$ cat src/rtl/lsu_bus_ctrl_if.sv
// Data-bus bundle between the load/store controller (master) and memory (slave).
// One outstanding req/gnt transaction; reads complete with a separate rvalid beat.
interface lsu_bus_ctrl_if;
    localparam int CPU_WIDTH = 32;

    logic                 bus_req_o;
    logic                 bus_we_o;
    logic [CPU_WIDTH-1:0] bus_addr_o;
    logic [CPU_WIDTH-1:0] bus_wdata_o;
    logic [3:0]           bus_wstrb_o;
    logic                 bus_gnt_i;
    logic                 bus_rvalid_i;
    logic [CPU_WIDTH-1:0] bus_rdata_i;

    modport master (
        output bus_req_o, bus_we_o, bus_addr_o, bus_wdata_o, bus_wstrb_o,
        input  bus_gnt_i, bus_rvalid_i, bus_rdata_i
    );

    modport slave (
        input  bus_req_o, bus_we_o, bus_addr_o, bus_wdata_o, bus_wstrb_o,
        output bus_gnt_i, bus_rvalid_i, bus_rdata_i
    );
endinterface

$ cat src/rtl/lsu_bus_ctrl.sv
// Memory-stage load/store controller: one bus transaction per access instruction,
// holding the pipeline until the store is granted or the load data returns.
module lsu_bus_ctrl (
    input  logic                clk,
    input  logic                rst,
    input  logic                lsu_valid_i,
    input  logic [31:0]         alu_res,
    input  logic [31:0]         store_data_i,
    input  logic [2:0]          mem_access_type,
    output logic                lsu_stall_o,
    output logic                lsu_done_o,
    output logic                misalign_o,
    output logic [31:0]         load_data_o,
    lsu_bus_ctrl_if.master      bus
);
    localparam logic [2:0] READ_BYTE  = 3'd1;
    localparam logic [2:0] READ_HALF  = 3'd2;
    localparam logic [2:0] READ_WORD  = 3'd3;
    localparam logic [2:0] WRITE_BYTE = 3'd4;
    localparam logic [2:0] WRITE_HALF = 3'd5;
    localparam logic [2:0] WRITE_WORD = 3'd6;

    localparam logic [1:0] SZ_BYTE = 2'd0;
    localparam logic [1:0] SZ_HALF = 2'd1;
    localparam logic [1:0] SZ_WORD = 2'd2;

    typedef enum logic [1:0] {IDLE = 2'd0, REQ = 2'd1, RESP = 2'd2, DONE = 2'd3} state_t;

    function automatic logic [3:0] enc_wstrb(input logic [1:0] size, input logic [1:0] a);
        logic [3:0] strb;
        case (size)
            SZ_BYTE: strb = 4'b0001 << a;
            SZ_HALF: strb = a[1] ? 4'b1100 : 4'b0011;
            default: strb = 4'b1111;
        endcase
        return strb;
    endfunction

    function automatic logic [31:0] enc_wdata(input logic [1:0] size, input logic [31:0] s);
        logic [31:0] d;
        case (size)
            SZ_BYTE: d = {4{s[7:0]}};
            SZ_HALF: d = {2{s[15:0]}};
            default: d = s;
        endcase
        return d;
    endfunction

    state_t      state_q, state_d;
    logic [31:0] addr_q, addr_d;
    logic [31:0] wdata_q, wdata_d;
    logic [3:0]  wstrb_q, wstrb_d;
    logic        we_q, we_d;
    logic        mis_q, mis_d;
    logic [31:0] load_q, load_d;

    logic        is_rd_s, is_wr_s, start_s, misal_s;
    logic [1:0]  size_s;

    // Decode the access type into direction, size and alignment.
    always_comb begin
        is_rd_s = 1'b0;
        is_wr_s = 1'b0;
        size_s  = SZ_WORD;
        case (mem_access_type)
            READ_BYTE:  begin is_rd_s = 1'b1; size_s = SZ_BYTE; end
            READ_HALF:  begin is_rd_s = 1'b1; size_s = SZ_HALF; end
            READ_WORD:  begin is_rd_s = 1'b1; size_s = SZ_WORD; end
            WRITE_BYTE: begin is_wr_s = 1'b1; size_s = SZ_BYTE; end
            WRITE_HALF: begin is_wr_s = 1'b1; size_s = SZ_HALF; end
            WRITE_WORD: begin is_wr_s = 1'b1; size_s = SZ_WORD; end
            default:    begin is_rd_s = 1'b0; is_wr_s = 1'b0; end
        endcase
        case (size_s)
            SZ_HALF: misal_s = alu_res[0];
            SZ_WORD: misal_s = (alu_res[1:0] != 2'b00);
            default: misal_s = 1'b0;
        endcase
        start_s = lsu_valid_i && (is_rd_s || is_wr_s);
    end

    // Next-state and transaction-register update.
    always_comb begin
        state_d = state_q;
        addr_d  = addr_q;
        wdata_d = wdata_q;
        wstrb_d = wstrb_q;
        we_d    = we_q;
        mis_d   = mis_q;
        load_d  = load_q;
        case (state_q)
            IDLE: begin
                if (start_s) begin
                    if (misal_s) begin
                        mis_d   = 1'b1;
                        state_d = DONE;
                    end else begin
                        mis_d   = 1'b0;
                        addr_d  = {alu_res[31:2], 2'b00};
                        we_d    = is_wr_s;
                        wdata_d = is_wr_s ? enc_wdata(size_s, store_data_i) : 32'h0000_0000;
                        wstrb_d = is_wr_s ? enc_wstrb(size_s, alu_res[1:0]) : 4'b0000;
                        state_d = REQ;
                    end
                end else begin
                    state_d = IDLE;
                end
            end
            REQ: begin
                // Stores are posted: the grant alone completes them.
                if (bus.bus_gnt_i) begin
                    state_d = we_q ? DONE : RESP;
                end else begin
                    state_d = REQ;
                end
            end
            RESP: begin
                if (bus.bus_rvalid_i) begin
                    load_d  = bus.bus_rdata_i;
                    state_d = DONE;
                end else begin
                    state_d = RESP;
                end
            end
            DONE:    state_d = IDLE;
            default: state_d = IDLE;
        endcase
    end

    // State and transaction registers with synchronous reset.
    always_ff @(posedge clk) begin
        if (rst) begin
            state_q <= IDLE;
            addr_q  <= 32'h0000_0000;
            wdata_q <= 32'h0000_0000;
            wstrb_q <= 4'b0000;
            we_q    <= 1'b0;
            mis_q   <= 1'b0;
            load_q  <= 32'h0000_0000;
        end else begin
            state_q <= state_d;
            addr_q  <= addr_d;
            wdata_q <= wdata_d;
            wstrb_q <= wstrb_d;
            we_q    <= we_d;
            mis_q   <= mis_d;
            load_q  <= load_d;
        end
    end

    // Outputs decode straight from registered state; stall also sees start in IDLE.
    always_comb begin
        lsu_stall_o     = ((state_q == IDLE) && start_s) || (state_q == REQ) || (state_q == RESP);
        lsu_done_o      = (state_q == DONE);
        misalign_o      = (state_q == DONE) && mis_q;
        load_data_o     = load_q;
        bus.bus_req_o   = (state_q == REQ);
        bus.bus_we_o    = we_q;
        bus.bus_addr_o  = addr_q;
        bus.bus_wdata_o = wdata_q;
        bus.bus_wstrb_o = wstrb_q;
    end
endmodule

$ cat src/flat_wrapper.sv
// flat-port wrapper written by rule: the top's interface ports become plain ports
module lsu_bus_ctrl_flat 
  (clk, rst, lsu_valid_i, alu_res, store_data_i, mem_access_type, lsu_stall_o, lsu_done_o, misalign_o, load_data_o, bus_bus_req_o, bus_bus_we_o, bus_bus_addr_o, bus_bus_wdata_o, bus_bus_wstrb_o, bus_bus_gnt_i, bus_bus_rvalid_i, bus_bus_rdata_i);
  lsu_bus_ctrl_if bus_i ();
  input  logic clk;
  input  logic rst;
  input  logic lsu_valid_i;
  input  logic [31:0] alu_res;
  input  logic [31:0] store_data_i;
  input  logic [2:0] mem_access_type;
  output logic lsu_stall_o;
  output logic lsu_done_o;
  output logic misalign_o;
  output logic [31:0] load_data_o;
  output wire logic [$bits(bus_i.bus_req_o)-1:0] bus_bus_req_o;
  output wire logic [$bits(bus_i.bus_we_o)-1:0] bus_bus_we_o;
  output wire logic [$bits(bus_i.bus_addr_o)-1:0] bus_bus_addr_o;
  output wire logic [$bits(bus_i.bus_wdata_o)-1:0] bus_bus_wdata_o;
  output wire logic [$bits(bus_i.bus_wstrb_o)-1:0] bus_bus_wstrb_o;
  input wire logic [$bits(bus_i.bus_gnt_i)-1:0] bus_bus_gnt_i;
  input wire logic [$bits(bus_i.bus_rvalid_i)-1:0] bus_bus_rvalid_i;
  input wire logic [$bits(bus_i.bus_rdata_i)-1:0] bus_bus_rdata_i;
  assign bus_bus_req_o = bus_i.bus_req_o;
  assign bus_bus_we_o = bus_i.bus_we_o;
  assign bus_bus_addr_o = bus_i.bus_addr_o;
  assign bus_bus_wdata_o = bus_i.bus_wdata_o;
  assign bus_bus_wstrb_o = bus_i.bus_wstrb_o;
  assign bus_i.bus_gnt_i = bus_bus_gnt_i;
  assign bus_i.bus_rvalid_i = bus_bus_rvalid_i;
  assign bus_i.bus_rdata_i = bus_bus_rdata_i;
  lsu_bus_ctrl u_core (.clk(clk), .rst(rst), .lsu_valid_i(lsu_valid_i), .alu_res(alu_res), .store_data_i(store_data_i), .mem_access_type(mem_access_type), .lsu_stall_o(lsu_stall_o), .lsu_done_o(lsu_done_o), .misalign_o(misalign_o), .load_data_o(load_data_o), .bus(bus_i));
endmodule
$ cat config.mk
export PLATFORM = sky130hd
export DESIGN_NAME = lsu_bus_ctrl_flat
export DESIGN_NICKNAME = d
export VERILOG_FILES = /design/src/rtl/lsu_bus_ctrl_if.sv /design/src/rtl/lsu_bus_ctrl.sv /design/src/flat_wrapper.sv
export SDC_FILE = /design/constraint.sdc
export NUM_CORES = 1
export LEC_CHECK = 0
export CAP_MARGIN = 25
export CORE_ASPECT_RATIO = 2
export CORE_MARGIN = 1
export CORE_UTILIZATION = 38
export DETAILED_ROUTE_END_ITERATION = 8
export GPL_ROUTABILITY_DRIVEN = 0
export GPL_TIMING_DRIVEN = 0
export HOLD_SLACK_MARGIN = 0.08
export PLACE_DENSITY = 0.79
export SYNTH_ARGS = -nofsm -noshare
export SYNTH_HDL_FRONTEND = slang
export SYNTH_SLANG_ARGS = --single-unit
$ cat constraint.sdc
create_clock -name clk -period 1.33 [get_ports clk]
set_input_delay 0.1995 -clock clk [delete_from_list [all_inputs] [get_ports clk]]
set_output_delay 0.1995 -clock clk [all_outputs]
set_load 0.01 [all_outputs]
; ---- Yosys cells after proc, flatten, opt, wreduce, memory -nomap -nowiden
; Cells that the tools add are included.
[op_classes]
muxes = 16
n_eq_ne = 11
bitwise_logic = 1
n_shift = 1
n_reduce_logical = 16
[ops]
columns = op, n
row1 = $pmux W32 S2, 1
row2 = $mux W32, 1
row3 = $eq A3 B3 Y1 const B, 3
row4 = $mux W4, 2
row5 = $pmux W2 S4, 1
row6 = $pmux W4 S2, 1
row7 = $eq A2 B2 Y1 const B, 3
row8 = $eq A3 B2 Y1 const B, 2
row9 = $mux W2, 3
row10 = $reduce_or A3 Y1, 2
row11 = $mux W1, 5
row12 = $eq A2 B1 Y1 const B, 2
row13 = $logic_not A2 Y1, 2
row14 = $pmux W2 S2, 1
row15 = $reduce_and A2 Y1, 2
row16 = $reduce_or A2 Y1, 2
row17 = $shl A1 B2 Y4 const A, 1
row18 = $eq A3 B1 Y1 const B, 1
row19 = $logic_and A1 B1 Y1, 3
row20 = $logic_or A1 B1 Y1, 3
row21 = $reduce_and A3 Y1, 1
row22 = $pmux W1 S2, 1
row23 = $reduce_bool A2 Y1, 1
row24 = $not A1 Y1, 1
[word_totals]
out_inout_bits = 105
elab_cells = 52
register_bits = 102

; ---- Longest topological paths before layout
[depth]
ltp_word = 8
mapped_depth = 7
ltp_nobuf = 4

; ---- Worst setup path after synthesis
; OpenSTA, ideal clock, no wires.
[synth_path]
path_type = input-to-reg
startpoint = input port mem_access_type[0]
endpoint = register u_core.we_q, in the netlist u_core.bus.bus_we_o
arrival_ns = 1.266
setup_ns = 0.123
t_required_ns = 1.207
n_path_buf = 1
stages = 5
setup_slack_ns = -0.059
cell_sequence = or3_1 nand4_2 a21o_1 buf_6 mux2_1
[synth_between]
elab_chain_len = 7
word_cells_on_any_way = 20
[synth_lines]
columns = element, line
row1 = from (decl), flat_wrapper.sv:10  ; input logic [2:0] mem_access_type;
row2 = "$eq A3 B2 Y1, or another cell as far along", lsu_bus_ctrl.sv:65  ; case (mem_access_type)
row3 = $reduce_or A2 Y1 (no line), -
row4 = $pmux W2 S2, lsu_bus_ctrl.sv:65
row5 = $eq A2 B2 Y1 or $eq A2 B1 Y1 (tied branches), lsu_bus_ctrl.sv:74  ; case (size_s)
row6 = $pmux W1 S2, lsu_bus_ctrl.sv:74
row7 = $not A1 Y1 (no line), -
row8 = $reduce_and A3 Y1 (no line), -
row9 = to (signal assigned), lsu_bus_ctrl.sv:145  ; we_q <= we_d;
row10 = to (decl), lsu_bus_ctrl.sv:53  ; logic we_q, we_d;
; Parallel ways exist; a longest one is shown, timed or not.
; A chain may end at the register's enable or synchronous reset.

; ---- Worst setup path after layout
[layout_path]
startpoint = register u_core.state_q[0]
endpoint = register u_core.we_q, in the netlist u_core.bus.bus_we_o
[layout_between]
elab_chain_len = 2
[layout_lines]
columns = element, line
row1 = from (decl), lsu_bus_ctrl.sv:49  ; state_t state_q, state_d;
row2 = from (signal assigned), lsu_bus_ctrl.sv:141  ; state_q <= state_d;
row3 = $logic_not A2 Y1, lsu_bus_ctrl.sv:91  ; case (state_q)
row4 = $reduce_and A3 Y1 (no line), -
; Every way passes these cells.

==> impl_metrics.sql <==
INSERT INTO impl_metrics (metric_group, metric, value, unit) VALUES
('status', 'result_of_the_run', 'complete, but fails checks', ''),
('status', 'failed_checks', 'setup timing', ''),
('detailed_routing', 'drc', '0', ''),
('placed_design', 'placed_cells_incl_taps', '877', ''),
('setup_path', 'worst-r2r-setup-slack', '-0.13', 'ns'),
('setup_path', 'critPathBufInv', '2', ''),
('setup_path', 'rr_endpoint', 'u_core.bus.bus_we_o', ''),
('setup_path', 'worstSetupPathDepth', '6', ''),
('global_route', 'initial_antenna_violation_count', '0', ''),
('setup_path', 'crit_slowest_cell', 'sky130_fd_sc_hd__dfxtp_4', ''),
('setup_path', 'crit_chain', 'nor2_4 -> nand4_4 -> buf_4 -> a21o_1 -> buf_6 -> mux2_4', ''),
('sta', 'period_share', '1.10', ''),
('pwr', 'p_leak', '3.33', 'nW'),
('global_route', 'grt_first_pass_wirelength', '22.1', 'mm'),
('layout', 'antenna_cells', '0', ''),
('pwr', 'fin_total_pwr', '0.00723', 'W'),
('synth', 'synth.distinct_cells', '28', ''),
('setup_path', 'cp_top_delay_family', 'flip-flops', ''),
('placed_design', 'post-dp-hpwl', '11.2', 'mm'),
('clock_tree', 'num_cts_buffers', '9', ''),
('synth', 'synthesis.area_per_instance', '8.88', 'sq um'),
('layout', 'final_layout_size_suffix_gt1_frac', '0.0911', ''),
('global_route', 'largest_net_degree_at_the_start_of_global_routing', '18', ''),
('synth', 'synth.ff_latch_count', '102', ''),
('setup_path', 'timing.critical_path.from', 'u_core.state_q[0]', ''),
('pwr', 'vdd_drop_max', '695', 'uV'),
('synth', 'total_number_of_yosys_warnings', '0', ''),
('synth', 'syn_area', '0.00466', 'sq mm'),
('setup_path', 'worst_path_largest_cell_delay', '0.37', 'ns'),
('floorplan', 'die-height', '159', 'microns'),
('floorplan', 'fp.dieArea', '0.0127', 'sq mm'),
('global_route', 'number_of_global_route_vias_before_repair', '4594', ''),
('detailed_routing', 'antenna_left', '0', ''),
('sta', 'maxSlewViolCount', '0', ''),
('detailed_routing', 'routed-via-count', '4419', ''),
('placed_design', 'preCtsSetupSlack', '-1.01', 'ns'),
('detailed_routing', 'first_pass_iters', '4', ''),
('sta', 'max_freq', '685', 'MHz'),
('clock_tree', 'clk_path_buf_depth', '2', ''),
('detailed_routing', 'detail_route.wl_per_cell', '16.1', 'microns'),
('floorplan', 'die_width', '80.3', 'microns'),
('clock_tree', 'cts_tree', 'built', ''),
('setup_path', 'cp.arrival', '1.70', 'ns'),
('pwr', 'pwr_density_cell', '994', 'mW/mm^2'),
('clock_tree', 'cts_root_buffer', 'sky130_fd_sc_hd__clkbuf_16', ''),
('run', 'cap_violations', '0', ''),
('floorplan', 'row_count', '56', ''),
('sta', 'finClkSkew', '0.00556', 'ns'),
('sta', 'relSlewSlack', '0.650', ''),
('layout', 'final_design_area_no_fill', '0.00728', 'sq mm'),
('setup_path', 'count_of_cells_along_the_worst_register_to_register_path', '6', ''),
('sta', 'hold_viol', '0', ''),
('clock_tree', 'holdBufCountCts', '0', ''),
('clock_tree', 'cts.sinks', '102', ''),
('worst_hold_path', 'timing.hold.worst.class', 'in -> reg', ''),
('setup_path', 'setup_crit_path_kind', 'reg -> reg', ''),
('setup_path', 'worst_setup_path_start_kind', 'flop', ''),
('sta', 'setup_repair_after_global_routing_missed_its_margin', 'yes', ''),
('placed_design', 'placed_area', '0.00692', 'sq mm'),
('sta', 'setup_violations', '98', ''),
('global_route', 'grt_use_total', '0.229', ''),
('sta', 'worst_pin_slew', '0.524', 'ns'),
('detailed_routing', 'first_iter_violations', '233', ''),
('sta', 'smallest_setup_slack_after_layout', '-0.130', 'ns'),
('floorplan', 'coreArea', '0.0118', 'sq mm'),
('setup_path', 'timing.rr.start', 'u_core.state_q[0]', ''),
('setup_path', 'critical_path.endpoint_type', 'flop', ''),
('clock_tree', 'clock_insertion_delay_worst_skew', '0.35', 'ns'),
('global_route', 'overflow', '0', ''),
('floorplan', 'start_util', '0.394', ''),
('layout', 'area_delta_synth_final', '56.1', '%');
-- what timing repair did --
action	in CTS	in global routing
buffers inserted	7	1
pin swaps	3	0
resized for setup	163	6
cloned	1	1
endpoints found under the setup margin	205	101
-- flip-flops by register name, indices dropped and copies added, names as in the netlist --
signal and cells:
u_core.mis_q 1, u_core.bus.bus_addr_o 30, u_core.bus.bus_wdata_o 32, u_core.bus.bus_we_o 1, u_core.bus.bus_wstrb_o 4, u_core.state_q 2
u_core.load_data_o 32
-- worst register-to-register path, cell delays in order, from the launching register on --
cell                      delay [ns]
sky130_fd_sc_hd__dfxtp_4        0.37
sky130_fd_sc_hd__nor2_4         0.13
sky130_fd_sc_hd__nand4_4        0.11
sky130_fd_sc_hd__buf_4          0.16
sky130_fd_sc_hd__a21o_1         0.15
sky130_fd_sc_hd__buf_6          0.14
sky130_fd_sc_hd__mux2_4         0.29
-- Yosys cell counts --
| master | count | area share |
|---|---|---|
| sky130_fd_sc_hd__o211ai_1 | 1 | 0.0016 |
| sky130_fd_sc_hd__a21o_1 | 1 | 0.0016 |
| sky130_fd_sc_hd__mux2i_1 | 82 | 0.18 |
| sky130_fd_sc_hd__a21boi_0 | 1 | 0.0016 |
| sky130_fd_sc_hd__mux2_1 | 1 | 0.0024 |
| sky130_fd_sc_hd__buf_2 | 5 | 0.0054 |
| sky130_fd_sc_hd__buf_6 | 4 | 0.0097 |
| sky130_fd_sc_hd__dfxtp_1 | 102 | 0.44 |
| sky130_fd_sc_hd__inv_1 | 3 | 0.0024 |
| sky130_fd_sc_hd__a21oi_1 | 38 | 0.041 |
| sky130_fd_sc_hd__nor2b_1 | 5 | 0.0067 |
| sky130_fd_sc_hd__nand2_1 | 100 | 0.081 |
| sky130_fd_sc_hd__nand2b_1 | 96 | 0.13 |
| sky130_fd_sc_hd__a31oi_1 | 1 | 0.0013 |
| sky130_fd_sc_hd__nor2_1 | 5 | 0.0040 |
| sky130_fd_sc_hd__o21ai_0 | 22 | 0.024 |
| sky130_fd_sc_hd__and3_1 | 1 | 0.0013 |
| sky130_fd_sc_hd__nand3b_1 | 9 | 0.014 |
| sky130_fd_sc_hd__buf_1 | 3 | 0.0024 |
| sky130_fd_sc_hd__clkbuf_1 | 21 | 0.017 |
| sky130_fd_sc_hd__buf_4 | 8 | 0.013 |
| sky130_fd_sc_hd__nand3_1 | 2 | 0.0021 |
| sky130_fd_sc_hd__a21boi_2 | 1 | 0.0024 |
| sky130_fd_sc_hd__or3_1 | 1 | 0.0013 |
| sky130_fd_sc_hd__nand4_2 | 1 | 0.0027 |
| sky130_fd_sc_hd__conb_1 | 1 | 0.00080 |
| sky130_fd_sc_hd__and2_1 | 2 | 0.0027 |
| sky130_fd_sc_hd__a22o_1 | 8 | 0.015 |
-- kinds of logic after synthesis --
logic type | synth area share
simple gates | 0.245
flops | 0.438
mux | 0.179
compound gates | 0.0881
buf+inv | 0.0497
other cells | 0.000805
-- power by group --
part / internal, W / switching, W / leakage (nW)
sequential: 0.00319 / 0.0000804 / 0.828
combinational: 0.000829 / 0.000656 / 2.37
clock: 0.00128 / 0.00119 / 0.126
total: 0.00530 / 0.00193 / 3.33
-- layout by cell type, fill, tap and decap left out, types with 2 or more instances in the layout --
| master | count |
|---|---|
| sky130_fd_sc_hd__clkdlybuf4s15_2 | 2 |
| sky130_fd_sc_hd__clkbuf_2 | 6 |
| sky130_fd_sc_hd__mux2i_1 | 82 |
| sky130_fd_sc_hd__clkdlybuf4s50_1 | 98 |
| sky130_fd_sc_hd__dfxtp_4 | 2 |
| sky130_fd_sc_hd__clkbuf_16 | 10 |
| sky130_fd_sc_hd__nand2b_1 | 96 |
| sky130_fd_sc_hd__nand3_1 | 2 |
| sky130_fd_sc_hd__dfxtp_1 | 100 |
| sky130_fd_sc_hd__buf_2 | 8 |
| sky130_fd_sc_hd__buf_4 | 14 |
| sky130_fd_sc_hd__clkbuf_1 | 15 |
| sky130_fd_sc_hd__a21oi_1 | 36 |
| sky130_fd_sc_hd__inv_1 | 2 |
| sky130_fd_sc_hd__conb_1 | 2 |
| sky130_fd_sc_hd__buf_6 | 3 |
| sky130_fd_sc_hd__buf_12 | 5 |
| sky130_fd_sc_hd__o21ai_0 | 22 |
| sky130_fd_sc_hd__a22o_1 | 8 |
| sky130_fd_sc_hd__buf_8 | 2 |
| sky130_fd_sc_hd__nor2_1 | 4 |
| sky130_fd_sc_hd__clkinvlp_4 | 4 |
| sky130_fd_sc_hd__nand3b_1 | 9 |
| sky130_fd_sc_hd__inv_6 | 2 |
| sky130_fd_sc_hd__nand2_1 | 100 |
| sky130_fd_sc_hd__nor2b_1 | 4 |
| sky130_fd_sc_hd__dlygate4sd2_1 | 102 |
-- area by class of cell --
class | count | area (sq um)
multi-input combinational | 380 | 2430
tap | 145 | 181
sequential | 102 | 2050
inverter | 3 | 15.0
clock inverter | 6 | 45.0
clock buffer | 10 | 229
fill | 1055 | 4570
timing repair buffer | 216 | 2020
buffer | 40 | 297
-- routing by layer --
metal | vias up | share of wire | global-route usage
li1 | 2192 | - | -
met1 | 2032 | 0.35 | 0.216
met2 | 156 | 0.56 | 0.441
met3 | 39 | 0.052 | 0.0441
met4 | 0 | 0.043 | 0.134
met5 | - | 0 | 0
-- how the worst min path moves through the flow --
stage	start	cells after the start	end
2_1_floorplan	bus_bus_rdata_i[0]	2	u_core.load_data_o[0]
3_3_place_gp	u_core.mis_q	2	u_core.mis_q
3_5_place_dp	u_core.load_data_o[9]	2	u_core.load_data_o[9]
4_1_cts	bus_bus_rdata_i[31]	3	u_core.load_data_o[31]
5_1_grt	bus_bus_rdata_i[31]	3	u_core.load_data_o[31]
6_report	bus_bus_rdata_i[31]	3	u_core.load_data_o[31]
-- stage by stage --
step                setup TNS [ns]  hold slack, ns   util
finish                       -6.95           0.396  0.614
global route                -16.24           0.399  0.614
floorplan                   -0.204           0.335      -
CTS                          -6.51           0.391  0.611
global placement            -79.49           0.439  0.584
detailed placement          -82.65           0.446  0.584
(Power assumes the default switching activity.)
